### src/rtl/posit_add_arbiter_pkg.sv
// Shared definitions for the posit adder arbiter slice.
//   ADD_LATENCY : start->done latency of the shared posit adder
//   TAG_ID_W    : width of the requester id carried in the tag pipe (up to 16 requesters)
//   add_tag_t   : one tag pipe stage, {valid, requester id}
//   wrap_idx    : (base + off) mod n for 0 <= base < n, 0 <= off <= n
package posit_add_arbiter_pkg;

    localparam int ADD_LATENCY = 8;
    localparam int TAG_ID_W    = 4;

    typedef struct packed {
        logic                valid;
        logic [TAG_ID_W-1:0] id;
    } add_tag_t;

    // Explicit modulo wrap so non-power-of-two requester counts never produce ids >= n.
    function automatic int wrap_idx(input int base, input int off, input int n);
        int s;
        s = base + off;
        if (s >= n) begin
            s = s - n;
        end else begin
            s = s;
        end
        return s;
    endfunction

endpackage

### src/rtl/posit_add_arbiter_rr.sv
// Combinational round-robin arbiter.
//   req      : request vector
//   ptr      : last granted index; the search starts at ptr+1 (mod N)
//   grant    : one-hot grant, zero when no request
//   grant_id : index of the granted request (0 when none)
//   any      : at least one request granted
module rr_arbiter
    import posit_add_arbiter_pkg::*;
#(
    parameter  int N  = 4,
    localparam int PW = $clog2(N)
) (
    input  logic [N-1:0]  req,
    input  logic [PW-1:0] ptr,
    output logic [N-1:0]  grant,
    output logic [PW-1:0] grant_id,
    output logic          any
);

    // Scan N positions starting one past the pointer; the first requester found wins.
    always_comb begin
        logic [PW-1:0] idx;
        logic          hit;
        grant    = '0;
        grant_id = '0;
        hit      = 1'b0;
        idx      = '0;
        for (int k = 1; k <= N; k++) begin
            idx = PW'(wrap_idx(int'(ptr), k, N));
            if (!hit && req[idx]) begin
                hit        = 1'b1;
                grant[idx] = 1'b1;
                grant_id   = idx;
            end else begin
                hit = hit;
            end
        end
        any = hit;
    end

endmodule

### src/rtl/posit_add_arbiter.sv
// Shares one fully pipelined, fixed-latency posit adder among NREQ requesters.
// Round-robin issue of at most one operation per cycle; a tag pipe as deep as the
// adder latency returns each result with the id of the requester that issued it.
//   clk, reset               : clock, synchronous active-high reset
//   req_valid/req_ready      : per-requester handshake (ready is the combinational grant)
//   req_in1/req_in2          : packed operands, requester i at [32*i+:32]
//   add_in1/add_in2/add_start: towards the adder (combinational, the adder registers them)
//   add_result/inf/zero/done : from the adder
//   rsp_valid/id/result/inf/zero : in-order response, single cycle, no backpressure
//   busy                     : at least one operation in flight
//   err_sync                 : sticky, add_done disagreed with the tag pipe
module posit_add_arbiter
    import posit_add_arbiter_pkg::*;
#(
    parameter  int NREQ    = 4,
    parameter  int LATENCY = ADD_LATENCY,
    localparam int IDW     = $clog2(NREQ),
    localparam int CW      = $clog2(LATENCY + 1)
) (
    input  logic               clk,
    input  logic               reset,
    input  logic [NREQ-1:0]    req_valid,
    output logic [NREQ-1:0]    req_ready,
    input  logic [NREQ*32-1:0] req_in1,
    input  logic [NREQ*32-1:0] req_in2,
    output logic [31:0]        add_in1,
    output logic [31:0]        add_in2,
    output logic               add_start,
    input  logic [31:0]        add_result,
    input  logic               add_inf,
    input  logic               add_zero,
    input  logic               add_done,
    output logic               rsp_valid,
    output logic [IDW-1:0]     rsp_id,
    output logic [31:0]        rsp_result,
    output logic               rsp_inf,
    output logic               rsp_zero,
    output logic               busy,
    output logic               err_sync
);

    logic [NREQ-1:0] req_gated;
    logic [NREQ-1:0] grant;
    logic [IDW-1:0]  grant_id;
    logic            grant_any;
    logic [IDW-1:0]  ptr;
    add_tag_t        tag_q [LATENCY];
    logic [CW-1:0]   inflight;
    logic [CW-1:0]   warmup;
    logic            retire;

    // Nothing is granted while reset is high.
    always_comb begin
        if (reset) begin
            req_gated = '0;
        end else begin
            req_gated = req_valid;
        end
    end

    rr_arbiter #(.N(NREQ)) u_arb (
        .req      (req_gated),
        .ptr      (ptr),
        .grant    (grant),
        .grant_id (grant_id),
        .any      (grant_any)
    );

    assign req_ready = grant;
    assign add_start = grant_any;
    assign retire    = tag_q[LATENCY-1].valid;

    // Operand mux for the granted requester; idle cycles drive zero operands.
    always_comb begin
        add_in1 = 32'h0000_0000;
        add_in2 = 32'h0000_0000;
        if (grant_any) begin
            add_in1 = req_in1[int'(grant_id)*32 +: 32];
            add_in2 = req_in2[int'(grant_id)*32 +: 32];
        end else begin
            add_in1 = 32'h0000_0000;
            add_in2 = 32'h0000_0000;
        end
    end

    // Round-robin pointer: remembers the last accepted requester.
    always_ff @(posedge clk) begin
        if (reset) begin
            ptr <= IDW'(NREQ - 1);
        end else if (grant_any) begin
            ptr <= grant_id;
        end else begin
            ptr <= ptr;
        end
    end

    // Tag pipe: stage 0 records every cycle's issue slot, the last stage lines up with add_done.
    always_ff @(posedge clk) begin
        if (reset) begin
            for (int i = 0; i < LATENCY; i++) begin
                tag_q[i] <= '0;
            end
        end else begin
            tag_q[0].valid <= grant_any;
            tag_q[0].id    <= TAG_ID_W'(grant_id);
            for (int i = 1; i < LATENCY; i++) begin
                tag_q[i] <= tag_q[i-1];
            end
        end
    end

    // In-flight counter: issue and retire in the same cycle cancel.
    always_ff @(posedge clk) begin
        if (reset) begin
            inflight <= '0;
        end else begin
            case ({grant_any, retire})
                2'b10:   inflight <= inflight + CW'(1);
                2'b01:   inflight <= inflight - CW'(1);
                default: inflight <= inflight;
            endcase
        end
    end

    // Warmup: the adder has no reset, so operations issued before reset may still
    // emerge for up to LATENCY cycles; done checking is masked until this reaches zero.
    always_ff @(posedge clk) begin
        if (reset) begin
            warmup <= CW'(LATENCY);
        end else if (warmup != '0) begin
            warmup <= warmup - CW'(1);
        end else begin
            warmup <= warmup;
        end
    end

    // Sticky tag/done disagreement flag.
    always_ff @(posedge clk) begin
        if (reset) begin
            err_sync <= 1'b0;
        end else if ((warmup == '0) && (add_done != retire)) begin
            err_sync <= 1'b1;
        end else begin
            err_sync <= err_sync;
        end
    end

    // Response and busy outputs, forced idle while reset is high.
    always_comb begin
        if (reset) begin
            rsp_valid = 1'b0;
            busy      = 1'b0;
        end else begin
            rsp_valid = retire;
            busy      = (inflight != '0);
        end
    end

    assign rsp_id     = tag_q[LATENCY-1].id[IDW-1:0];
    assign rsp_result = add_result;
    assign rsp_inf    = add_inf;
    assign rsp_zero   = add_zero;

endmodule
### config.mk
export PLATFORM = sky130hd
export DESIGN_NAME = posit_add_arbiter
export DESIGN_NICKNAME = d
export VERILOG_FILES = /design/src/rtl/posit_add_arbiter_pkg.sv /design/src/rtl/posit_add_arbiter_rr.sv /design/src/rtl/posit_add_arbiter.sv
export SDC_FILE = /design/constraint.sdc
export NUM_CORES = 1
export LEC_CHECK = 0
export ABC_AREA = 1
export BUFFER_PORTS_ARGS = -buffer_cell sky130_fd_sc_hd__buf_2
export CORE_AREA = 2 2 158 160
export CTS_CLUSTER_DIAMETER = 40
export DETAILED_ROUTE_END_ITERATION = 10
export DIE_AREA = 0 0 160 162
export PLACE_DENSITY_LB_ADDON = 0.3
export SETUP_SLACK_MARGIN = 0.02
export SLEW_MARGIN = 15
export SYNTH_ARGS = -nofsm -noshare
export SYNTH_HDL_FRONTEND = slang
export SYNTH_SLANG_ARGS = --single-unit
### constraint.sdc
create_clock -name clk -period 8.5 [get_ports clk]
set_input_delay 1.7 -clock clk [delete_from_list [all_inputs] [get_ports clk]]
set_output_delay 1.7 -clock clk [all_outputs]
set_load 0.02 [all_outputs]
==> results.md, run 1 <==
- Cells after synthesis: ~960
- RSZ-0062 raised after global routing: false
- I/O Buffers: approximately 340
- Hold_sp: tag_q[1][5]
- Critical Path RT: 6800 ps
- Outcome: finished, final reports clean
- Critical Path AT: 5110 ps
- Post-CTS Resized: 0
- Largest net degree at the start of global routing: 82
- Area grow syn2layout: 32.0%
- CTS root buffer: clkbuf_16
- Initial antenna violation count: 8
- Final Cell Area: between 6000 and 7000 sq um
- Cell Rows: 57
- Clock Tree Buf Depth: 2
- Commonest non-fill, non-tap cell in the layout: buf_2
- Most common cell on crit path: buf_2
- Final setup vio count: 0
- DRT antenna net count: 0
- WL per Instance: 15.0 microns
- Effective utilization at floorplan: 21.8%
- Layout cell share with drive strength beyond 1: between 30% and 40%
- RePlAce Congestion: about 0.9
- Most area-consuming cells after synthesis: nand3_1 19%, inv_1 17%, dfxtp_1 13%
- Num Clock Sinks: 35
- Top cell type by total area after synthesis: nand3_1
- GR Overflow Total: 0
- Final min period: 6810 ps
- Vias in the first global route: 6,332
- I/O pins: 405
- Rel. slew slack: 39.5%
- CTS tree: yes
- Netlist cell types: 28
- Initial DRC count: approximately 550
- CP bufs+invs: 5
- Top-area cell type share of the netlist area: 19.2%
- Min-delay worst type: flip-flop to flip-flop
- Post-route DRC violation count: 0
- Startpoint Class: input port
- Cell depth of the worst flop-to-flop path: 17
- Worst hold slack: 401 ps
- Kind of critical path: input port to output pin
- Mapped cell area: 5260 sq um
- Commonest non-fill, non-tap cells in the layout: 336 x buf_2, 233 x inv_1, 202 x nand3_1
- Reg clk slew, reported paths: 50 ps
- Yosys warnings: 0
- CTS hold repair buffers: 0
- WP depth: 12
- CP delay by family, top: buffers and inverters
- Worst Setup EP: add_in1[29]
- Clock buffers created by TritonCTS: 5
- Post-Syn Nets: ~1,300
- Worst VDD drop: 0.337 mV
- FF-to-FF Start: ptr[0]
- Worst-path cell chain: buf_2 > inv_4 > nand3_1 > nand2_1 > nand2_2 > nand2_4 > nor2_4 > nand3b_4 > inv_2 > buf_4 > a21oi_1 > buf_2
- Crit end category: output pin
- Core area: 24,100 sq um
- Overall die area: 25,900 sq um
- Drt total wl: ~23,000 microns
- Skew final: 2.59 ps
- Setup_tns: 0 ps
- Fmax: 0.147 GHz
- Dpl cells: around 1,500
- Final period util: 80.1%
- Max-cap violations: 0
- Pre-antenna DRT Iters: 5
- Final-stage net count: approximately 1,500
- Hpwl dp: 17,900 microns
- DR vias/cell: between 4 and 5
- Pwr/cell area: 540 nW/um^2
- Width of the die: 160 microns
- Syn avg cell area: 5.48 sq um
- Gr usage total: between 15 and 20%
- Leakage: 4.21 nW
- Reg2reg end: inflight[2]
- Final Non-Filler Cells: 1,537
- Placed Area: 6780 sq um
- H-tree depth: 2
- Die height: 162 microns
- Launch point of the worst path: reset
- Crit path largest cell delay: approximately 830 ps
- Slowest-stage cell, CP: inv_2
- Crit-path max FO: 49
- Post-synthesis register bit count: 35
- Worst-Skew Late Latency: 270 ps
- Register area share after synthesis: a little over an eighth
- Setup Fix Bufs, Post-CTS: 0
- First-pass GRT wire length: 33,900 microns
- Reg2Reg Setup Slack: 4110 ps
- Vias: 6,798
- Slew Limit Fails: 0
- Total power: approximately 0.0037 W
- Slew @ Worst Pin: 908 ps
- Final Hold Viols: 0
## per-stage QoR
stage	util, %	setup WS, ps
after global placement	28.1	1730
after detailed placement	28.1	1650
after CTS	28.7	1630
after floorplan	-	3350
final	28.8	1690
after global routing	28.8	1370
## worst reg2reg max path, stage by stage, from the launching register on
cell and delay [ps]:
dfxtp_1 600, inv_2 220, ha_1 410, inv_1 100
nand2_2 100, nand2_4 90, nor2_4 210, nand3b_4 550
inv_2 850, ha_1 350, nand2_1 70, inv_1 70
nor2_1 50, ha_1 180, a21oi_1 150, xor2_1 80
o21ai_0 150, inv_1 50
## power breakdown
group	switching [W]	internal, W
Sequential	0.0000279	0.000199
Clock	0.0000628	0.000108
Combinational	0.00237	0.000985
## per-layer routing
metal  part of all wire, %  GRT usage [%]  routed length (microns)
met3                   7.7           3.80                     1790
met5                  0.17              0                       40
met2                    49           28.3                    11300
met1                    41           20.2                     9360
met4                   2.8           5.73                      650
## final cells by class
type                       instances  area [sq um]
fill                            2882         17200
multi-input combinational        582          3040
timing repair buffer             344          1740
inverter                         239           900
sequential                        35           701
tap                              324           405
clock buffer                       6           129
clock inverter                     2          12.5
antenna                            5          12.5
## logic make-up (layout without fill, tap and decap cells)
kind of cell	Yosys count	count (layout)	synth area share [%]
fa+ha+maj	12	12	2.86
buf+inv	342	591	29.2
flops	35	35	13.3
simple gates	468	468	44.4
xor+xnor	4	4	0.666
other cells	0	5	0
compound gates	98	98	9.61
## worst min-delay path by stage
stage,slack (ps),depth (start not counted),endpoint
after detailed placement,400,2,tag_q[1][4]
after CTS,400,2,tag_q[1][16]
after floorplan,390,2,tag_q[0][10]
after global routing,410,2,tag_q[1][14]
final,400,2,tag_q[1][10]
after global placement,390,2,tag_q[1][6]
## state kept, by name, summed over array words and instances, names as in the netlist
| register | flops |
|---|---|
| inflight | 4 |
| tag_q | 24 |
| ptr | 2 |
| warmup | 4 |
| err_sync | 1 |
## cell usage after synthesis
library cell    n
buf_1           1
ha_1           12
nand2_4         1
inv_4           1
a21oi_1        72
dfxtp_1        35
nand3b_4        1
a31oi_1         6
nor2_1         33
nand3_1       202
o31ai_1         1
o211ai_1        2
xnor2_1         2
nand3_2         5
nand2_2         6
buf_4          41
inv_1         234
nand3b_1       65
clkbuf_1       12
xor2_1          2
o21ai_0        15
buf_2          44
nor2_4          1
nor3_1          2
buf_6           5
inv_2           4
nand2_1       152
o21ai_1         2
(Power assumes the default switching activity.)
==> run 2: changes to the inputs <==
- ABC_AREA: 1 -> 0
- CORE_AREA: 2 2 158 160 -> 2 2 159 161
- DIE_AREA: 0 0 160 162 -> 0 0 161 163
- clock period: 8.5 -> 6.33 ns (I/O delays scaled with it)
==> run 2 against run 1 <==
  * Clock skew about the same
  * Combinational power decreased by 59%
  * Critical endpoint is now add_in1[2]
  * Worst hold slack improved by 33 ps
  * Global-route usage increased by 3.3 points
  * Clock power increased by 63%
  * Sequential cell count unchanged
  * Power decreased by 49%
  * First-iteration DRC count increased by 7.3%
  * Routed wire length increased by 21%
==> results.md, run 2 <==
- Uppermost routed layer: met5 (unchanged)
- DR vias/cell: 5.36 (was 4.42)
- Rel. slew slack: 27.9% (was 39.5%)
- Layout cell share with drive strength beyond 1: 30.8% (about the same)
- Most area-consuming cells after synthesis: o21ai_0 19%, o2bb2ai_1 16%, a211oi_1 14% (was nand3_1 19%, inv_1 17%, dfxtp_1 13%)
- Syn avg cell area: 6.76 sq um (was 5.48 sq um)
- Top-area cell type share of the netlist area: 18.7% (was 19.2%)
- Setup_tns: 0 ps (unchanged)
- Top-count cell post-synth: o21ai_0 (was inv_1)
- Met2 wire len: 13,800 microns (was 11,300 microns)
- Cell Rows: 58 (was 57)
- Top reg by flops: tag_q (unchanged)
- Slew Limit Fails: 0 (unchanged)
- Final setup vio count: 0 (unchanged)
- GR Overflow Total: 0 (unchanged)
- Outcome: finished, final reports clean (unchanged)
- Filler Cells Inserted: 2,702 (was 2,882)
- Crit end category: output pin (unchanged)
- Netlist cell types: 45 (was 28)
- Skew final: 2.79 ps (was 2.59 ps)
- Gr usage total: 19.8% (was 16.5%)
- Final min period: 5360 ps
- Num Clock Sinks: 35 (unchanged)
- Fmax: about 0.19 GHz
- Yosys warnings: 0 (unchanged)
- Die height: 163 microns (was 162 microns)
- Critical Path AT: 4100 ps (was 5110 ps)
- Initial DRC count: 591 (was 551)
- Cell depth of the worst flop-to-flop path: 11 (was 17)
- Area grow syn2layout: 25.0% (was 32.0%)
- Worst-Skew Late Latency: 270 ps (about the same)
- Width of the die: 161 microns (was 160 microns)
- Total power: 0.00191 W (was 0.00375 W)
- RePlAce Congestion: 0.905 (was 0.912)
- Kind of critical path: flip-flop to output pin (was input port to output pin)
- Pre-antenna DRT Iters: 5 (unchanged)
- Startpoint Class: flip-flop (was input port)
- Hpwl dp: 20,400 microns (was 17,900 microns)
- Reg clk slew, reported paths: 60 ps (was 50 ps)
- Crit-path max FO: 35 (was 49)
- Hold depth: 1 (was 2)
- M1 WL: 11,400 microns (was 9360 microns)
- WL per Instance: 17.9 microns (was 15.0 microns)
- Post-CTS Resized: 0 (unchanged)
- Reg2Reg Setup Slack: 2700 ps (was 4110 ps)
- CTS hold repair buffers: 0 (unchanged)
- Largest regs: tag_q x24, inflight x4, warmup x4 (unchanged)
- Max reg flops: 24 (unchanged)
- Vias in the first global route: 7,783 (was 6,332)
- Met3 WL: 1990 microns (was 1790 microns)
- Vias: 8,388 (was 6,798)
- Final-stage net count: 1,534 (was 1,516)
- Post-synth top flop: dfxtp_1 (unchanged)
- Effective utilization at floorplan: 28.0% (was 21.8%)
- Largest net degree at the start of global routing: 97 (was 82)
- First-pass GRT wire length: 42,300 microns (was 33,900 microns)
- Commonest non-fill, non-tap cells in the layout: 335 x buf_2, 259 x o21ai_0, 134 x inv_1 (was 336 x buf_2, 233 x inv_1, 202 x nand3_1)
- Clock Tree Buf Depth: 2 (unchanged)
- Pwr/cell area: 221 nW/um^2 (was 540 nW/um^2)
- CTS tree: yes (unchanged)
- Synth cell count leaders: 259 x o21ai_0, 134 x inv_1, 130 x a211oi_1, 128 x o2bb2ai_1, 76 x clkbuf_1 (was 234 x inv_1, 202 x nand3_1, 152 x nand2_1, 72 x a21oi_1, 65 x nand3b_1)
- Critical Path RT: 5060 ps (was 6800 ps)
- RSZ-0062 raised after global routing: false (unchanged)
- I/O pins: 405 (unchanged)
- H-tree depth: 2 (unchanged)
- Worst VDD drop: 0.139 mV (was 0.337 mV)
- Max-cap violations: 0 (unchanged)
- Post-Syn Nets: 1,332 (was 1,268)
- DRT antenna net count: 0 (unchanged)
- Mapped cell area: 6920 sq um (was 5260 sq um)
- Final period util: 84.7%
- CTS root buffer: clkbuf_16 (unchanged)
- Endpoint, Worst Hold: tag_q[1][11] (was tag_q[1][10])
- Final Hold Viols: 0 (unchanged)
- Core area: 24,700 sq um (was 24,100 sq um)
- Clock buffers created by TritonCTS: 5 (unchanged)
- Cells after synthesis: 1,023 (was 959)
- Drt total wl: 28,000 microns (was 23,100 microns)
- Top cell type by total area after synthesis: o21ai_0 (was nand3_1)
- I/O Buffers: 336 (unchanged)
- Initial antenna violation count: 15 (was 8)
- Slew @ Worst Pin: 1080 ps (was 908 ps)
- Fraction of registers with async set/reset: 0% (unchanged)
- Overall die area: 26,200 sq um (was 25,900 sq um)
- EDFF count, synth: 0 (unchanged)
- Leakage: 4.04 nW (was 4.21 nW)
- FF-to-FF Start: ptr[0] (unchanged)
- Register area share after synthesis: 10.1% (was 13.3%)
- Post-route DRC violation count: 0 (unchanged)
- Min-delay worst type: flip-flop to flip-flop (unchanged)
- Commonest non-fill, non-tap cell in the layout: buf_2 (unchanged)
- Reg2reg end: inflight[2] (unchanged)
- Hold_sp: tag_q[1][6] (was tag_q[1][5])
- Setup Fix Bufs, Post-CTS: 0 (unchanged)
- Post-synthesis register bit count: 35 (unchanged)
## run 2: cell types whose count changed after synthesis, sizes merged, moves of 68 or more
cell,before,now
o21ai,17,261
inv,239,134
o2bb2ai,0,129
mux2i,0,68
nand2,159,3
nand3,207,1
a211oi,0,131
## run 2: critical path, cell delays in order, from the launching register on
cell,delay [ps]
dfxtp_1,820
inv_1,260
ha_1,400
nor2_1,220
o2bb2ai_2,230
o21ai_4,130
xnor2_4,860
buf_12,370
mux2i_1,280
buf_2,210
## run 2: per-layer routing
metal	track usage, %	vias to the layer above
li1	-	4147
met5	0	-
met1	24.6	3822
met2	34.0	352
met3	4.48	61
met4	5.88	6
## run 2: area by class of cell
class | instances | area (sq um) | area share [%]
sequential | 35 | 701 | 8.11
clock inverter | 3 | 47.5 | 0.550
tap | 330 | 413 | 4.78
timing repair buffer | 357 | 1890 | 21.9
inverter | 134 | 503 | 5.82
multi-input combinational | 692 | 4940 | 57.1
clock buffer | 5 | 125 | 1.45
antenna | 10 | 25.0 | 0.289
## run 2: per-stage QoR
step                      hold slack, ps  utilization (%)  std cells  setup slack (ps)  cell area, sq um
after CTS                            437             34.9       1556               927              8620
after global routing                 457             35.0       1562               704              8630
after detailed placement             422             34.2       1548              1050              8450
after global placement               416             34.2       1548              1080              8450
final                                434             35.0       1566               968              8640
after floorplan                      414                -       1023              2050              6920
## run 2: worst max path at each step
| stage | depth (start not counted) | start | to | slack, ps |
|---|---|---|---|---|
| after floorplan | 7 | reset | add_in2[10] | 2050 |
| after global placement | 8 | req_valid[3] | add_in1[2] | 1080 |
| after detailed placement | 8 | req_valid[3] | add_in1[2] | 1050 |
| after CTS | 9 | ptr[0] | add_in1[2] | 930 |
| after global routing | 9 | ptr[0] | add_in1[2] | 700 |
| final | 9 | ptr[0] | add_in1[2] | 970 |
## run 2: power breakdown
group / internal (W) / switching (W) / total, W
registers: 0.000249 / 0.0000279 / 0.000277
clock network: 0.000187 / 0.0000910 / 0.000278
logic: 0.000510 / 0.000849 / 0.00136
total: 0.000946 / 0.000968 / 0.00191
## run 2: kinds of logic (layout without fill, tap and decap cells)
logic type / after synthesis / count (layout) / synth area share, %
AOI/OAI and AO/OA: 541 / 541 / 52.1
buffers and inverters: 296 / 499 / 19.2
muxes: 70 / 70 / 10.2
and+or+nand+nor: 61 / 61 / 4.94
DFF: 35 / 35 / 10.1
adders and majority gates: 12 / 12 / 2.17
xor gates and xnor gates: 8 / 8 / 1.28
other: 0 / 10 / 0
==> run 3: changes to the inputs <==
- clock period: 6.33 -> 5.55 ns (I/O delays scaled with it)
==> run 3 against run 2 <==
  * Non-clock buffer count grew 5
  * Die area is the same
  * Largest power group unchanged
  * Sequential share of layout area shrank 0.084 points
  * Sequential cell count is the same
  * Power grew 17%
  * Largest cell class unchanged
==> results.md, run 3 (synthesis gave the netlist of run 2 again) <==
- FF+latch area: 701 sq um (unchanged)
- Launch point of the worst path: ptr[0] (unchanged)
- Vias in the first global route: 7,514 (was 7,783)
- Top reg by flops: tag_q (unchanged)
- Critical Path AT: 3770 ps (was 4100 ps)
- GR Overflow Total: 0 (unchanged)
- First-pass GRT wire length: 41,400 microns (was 42,300 microns)
- Outcome: finished, final reports clean (unchanged)
- Multi-input logic area: 4940 sq um (unchanged)
- Kind of critical path: flip-flop to output pin (unchanged)
- Endpoint, Worst Hold: tag_q[1][9] (was tag_q[1][11])
- Crit-path max FO: 44 (was 35)
- Hold_sp: tag_q[1][4] (was tag_q[1][6])
- Final-stage net count: 1,539 (was 1,534)
- Worst-Skew Late Latency: 270 ps (about the same)
- FF-to-FF Start: ptr[0] (unchanged)
- Initial DRC count: 662 (was 591)
- Final period util: 87.8%
- DR vias/cell: 5.26 (was 5.36)
- Drt total wl: 27,800 microns (was 28,000 microns)
- Startpoint Class: flip-flop (unchanged)
- CTS tree: yes (unchanged)
- Filler Cells Inserted: 2,752 (was 2,702)
- Skew final: 5.84 ps (was 2.79 ps)
- Critical Path RT: 4440 ps (was 5060 ps)
- I/O Buffers: 336 (unchanged)
- Effective utilization at floorplan: 28.0% (unchanged)
- Largest net degree at the start of global routing: 92 (was 97)
- Rel. slew slack: 39.0% (was 27.9%)
- RePlAce Congestion: 0.856 (was 0.905)
- Die height: 163 microns (unchanged)
- Leakage: 4.08 nW (was 4.04 nW)
- Overall die area: 26,200 sq um (unchanged)
- Pwr/cell area: 255 nW/um^2 (was 221 nW/um^2)
- Crit end category: output pin (unchanged)
- RSZ-0062 raised after global routing: false (unchanged)
- Final Non-Filler Cells: 1,569 (was 1,566)
- Slew Limit Fails: 0 (unchanged)
- Min-delay worst type: flip-flop to flip-flop (unchanged)
- Vias: 8,253 (was 8,388)
- H-tree depth: 2 (unchanged)
- Reg clk slew, reported paths: 60 ps (about the same)
- Width of the die: 161 microns (unchanged)
- Clock buffers created by TritonCTS: 5 (unchanged)
- Slew @ Worst Pin: 915 ps (was 1080 ps)
- Final min period: 4880 ps
- Setup Fix Bufs, Post-CTS: 0 (unchanged)
- Hpwl dp: 20,200 microns (was 20,400 microns)
- Core area: 24,700 sq um (unchanged)
- Reg2reg end: inflight[2] (unchanged)
- CTS root buffer: clkbuf_16 (unchanged)
- DRT antenna net count: 0 (unchanged)
- Fmax: 0.205 GHz
- Area grow syn2layout: 26.3% (was 25.0%)
- Hold depth: 1 (unchanged)
- Dpl cells: 1,553 (was 1,548)
- CTS hold repair buffers: 0 (unchanged)
- Max-cap violations: 0 (unchanged)
- Clock Tree Buf Depth: 2 (unchanged)
- Final Hold Viols: 0 (unchanged)
- Cell Rows: 58 (unchanged)
- Worst VDD drop: 0.201 mV (was 0.139 mV)
- I/O pins: 405 (unchanged)
- Post-CTS Resized: 0 (unchanged)
- Final setup vio count: 0 (unchanged)
- Commonest non-fill, non-tap cell in the layout: buf_2 (unchanged)
- Initial antenna violation count: 12 (was 15)
- Gr usage total: 19.4% (was 19.8%)
- Pre-antenna DRT Iters: 5 (unchanged)
- Layout cell share with drive strength beyond 1: 31.1% (was 30.8%)
- Commonest non-fill, non-tap cells in the layout: 335 x buf_2, 259 x o21ai_0, 134 x inv_1 (unchanged)
- Cell depth of the worst flop-to-flop path: 12 (was 11)
- Post-route DRC violation count: 0 (unchanged)
- Reg2Reg Setup Slack: 1510 ps (was 2700 ps)
- Max reg flops: 24 (unchanged)
- Setup_tns: 0 ps (unchanged)
- WL per Instance: 17.7 microns (was 17.9 microns)
- Num Clock Sinks: 35 (unchanged)
- Largest regs: tag_q x24, inflight x4, warmup x4 (unchanged)
run 3: cell count changes in the layout (fill, tap and decap cells not counted), sizes merged:
cell / change
buf: +5
bufinv: +1
clkinvlp: +1
clkinv: -1
inv: -1
diode: -2
run 3: stage by stage:
step | cell area [sq um] | setup slack (ps) | utilization, % | power (W) | hold slack (ps)
2_1_floorplan | 6920 | 1590 | - | 0.00143 | 414
3_3_place_gp | 8520 | 909 | 34.5 | 0.00187 | 414
3_5_place_dp | 8520 | 937 | 34.5 | 0.00188 | 422
4_1_cts | 8710 | 623 | 35.3 | 0.00224 | 437
5_1_grt | 8730 | 359 | 35.4 | 0.00239 | 455
6_report | 8730 | 674 | 35.4 | 0.00223 | 433
run 3: worst max-delay path, stage by stage (launching register included):
cell      delay [ps]
dfxtp_1          800
inv_1            250
ha_1             400
nor2_1           220
o211a_4          580
buf_4            400
a211oi_1          90
o21ai_0          410
mux2i_1          150
buf_2            190
run 3: report_power, final:
| group | leakage, nW | switching, W | total [W] | internal [W] |
|---|---|---|---|---|
| clock | 0.0901 | 0.0000983 | 0.000355 | 0.000257 |
| combinational | 3.70 | 0.000970 | 0.00156 | 0.000590 |
| sequential | 0.287 | 0.0000317 | 0.000316 | 0.000284 |
run 3: final cells by class:
| class | count | share of cell area (%) |
|---|---|---|
| antenna | 8 | 0.229 |
| clock inverter | 3 | 0.774 |
| multi-input combinational | 692 | 56.5 |
| tap | 330 | 4.73 |
| sequential | 35 | 8.02 |
| timing repair buffer | 362 | 22.5 |
| inverter | 134 | 5.76 |
| clock buffer | 5 | 1.43 |
run 3: worst max-delay path by stage:
stage / endpoint / slack [ps] / depth (start not counted)
finish: add_in2[28] / 670 / 9
global route: add_in1[31] / 360 / 9
CTS: add_in1[31] / 620 / 9
detailed placement: add_in1[31] / 940 / 9
global placement: add_in2[28] / 910 / 8
floorplan: add_in2[10] / 1590 / 7
run 3: metal layers:
layer	up-vias	global-route usage (%)	routed length, microns
met5	-	0	21
met4	4	3.73	333
met3	24	3.41	1640
met2	307	34.5	14100
met1	3757	24.6	11700
li1	4161	-	-
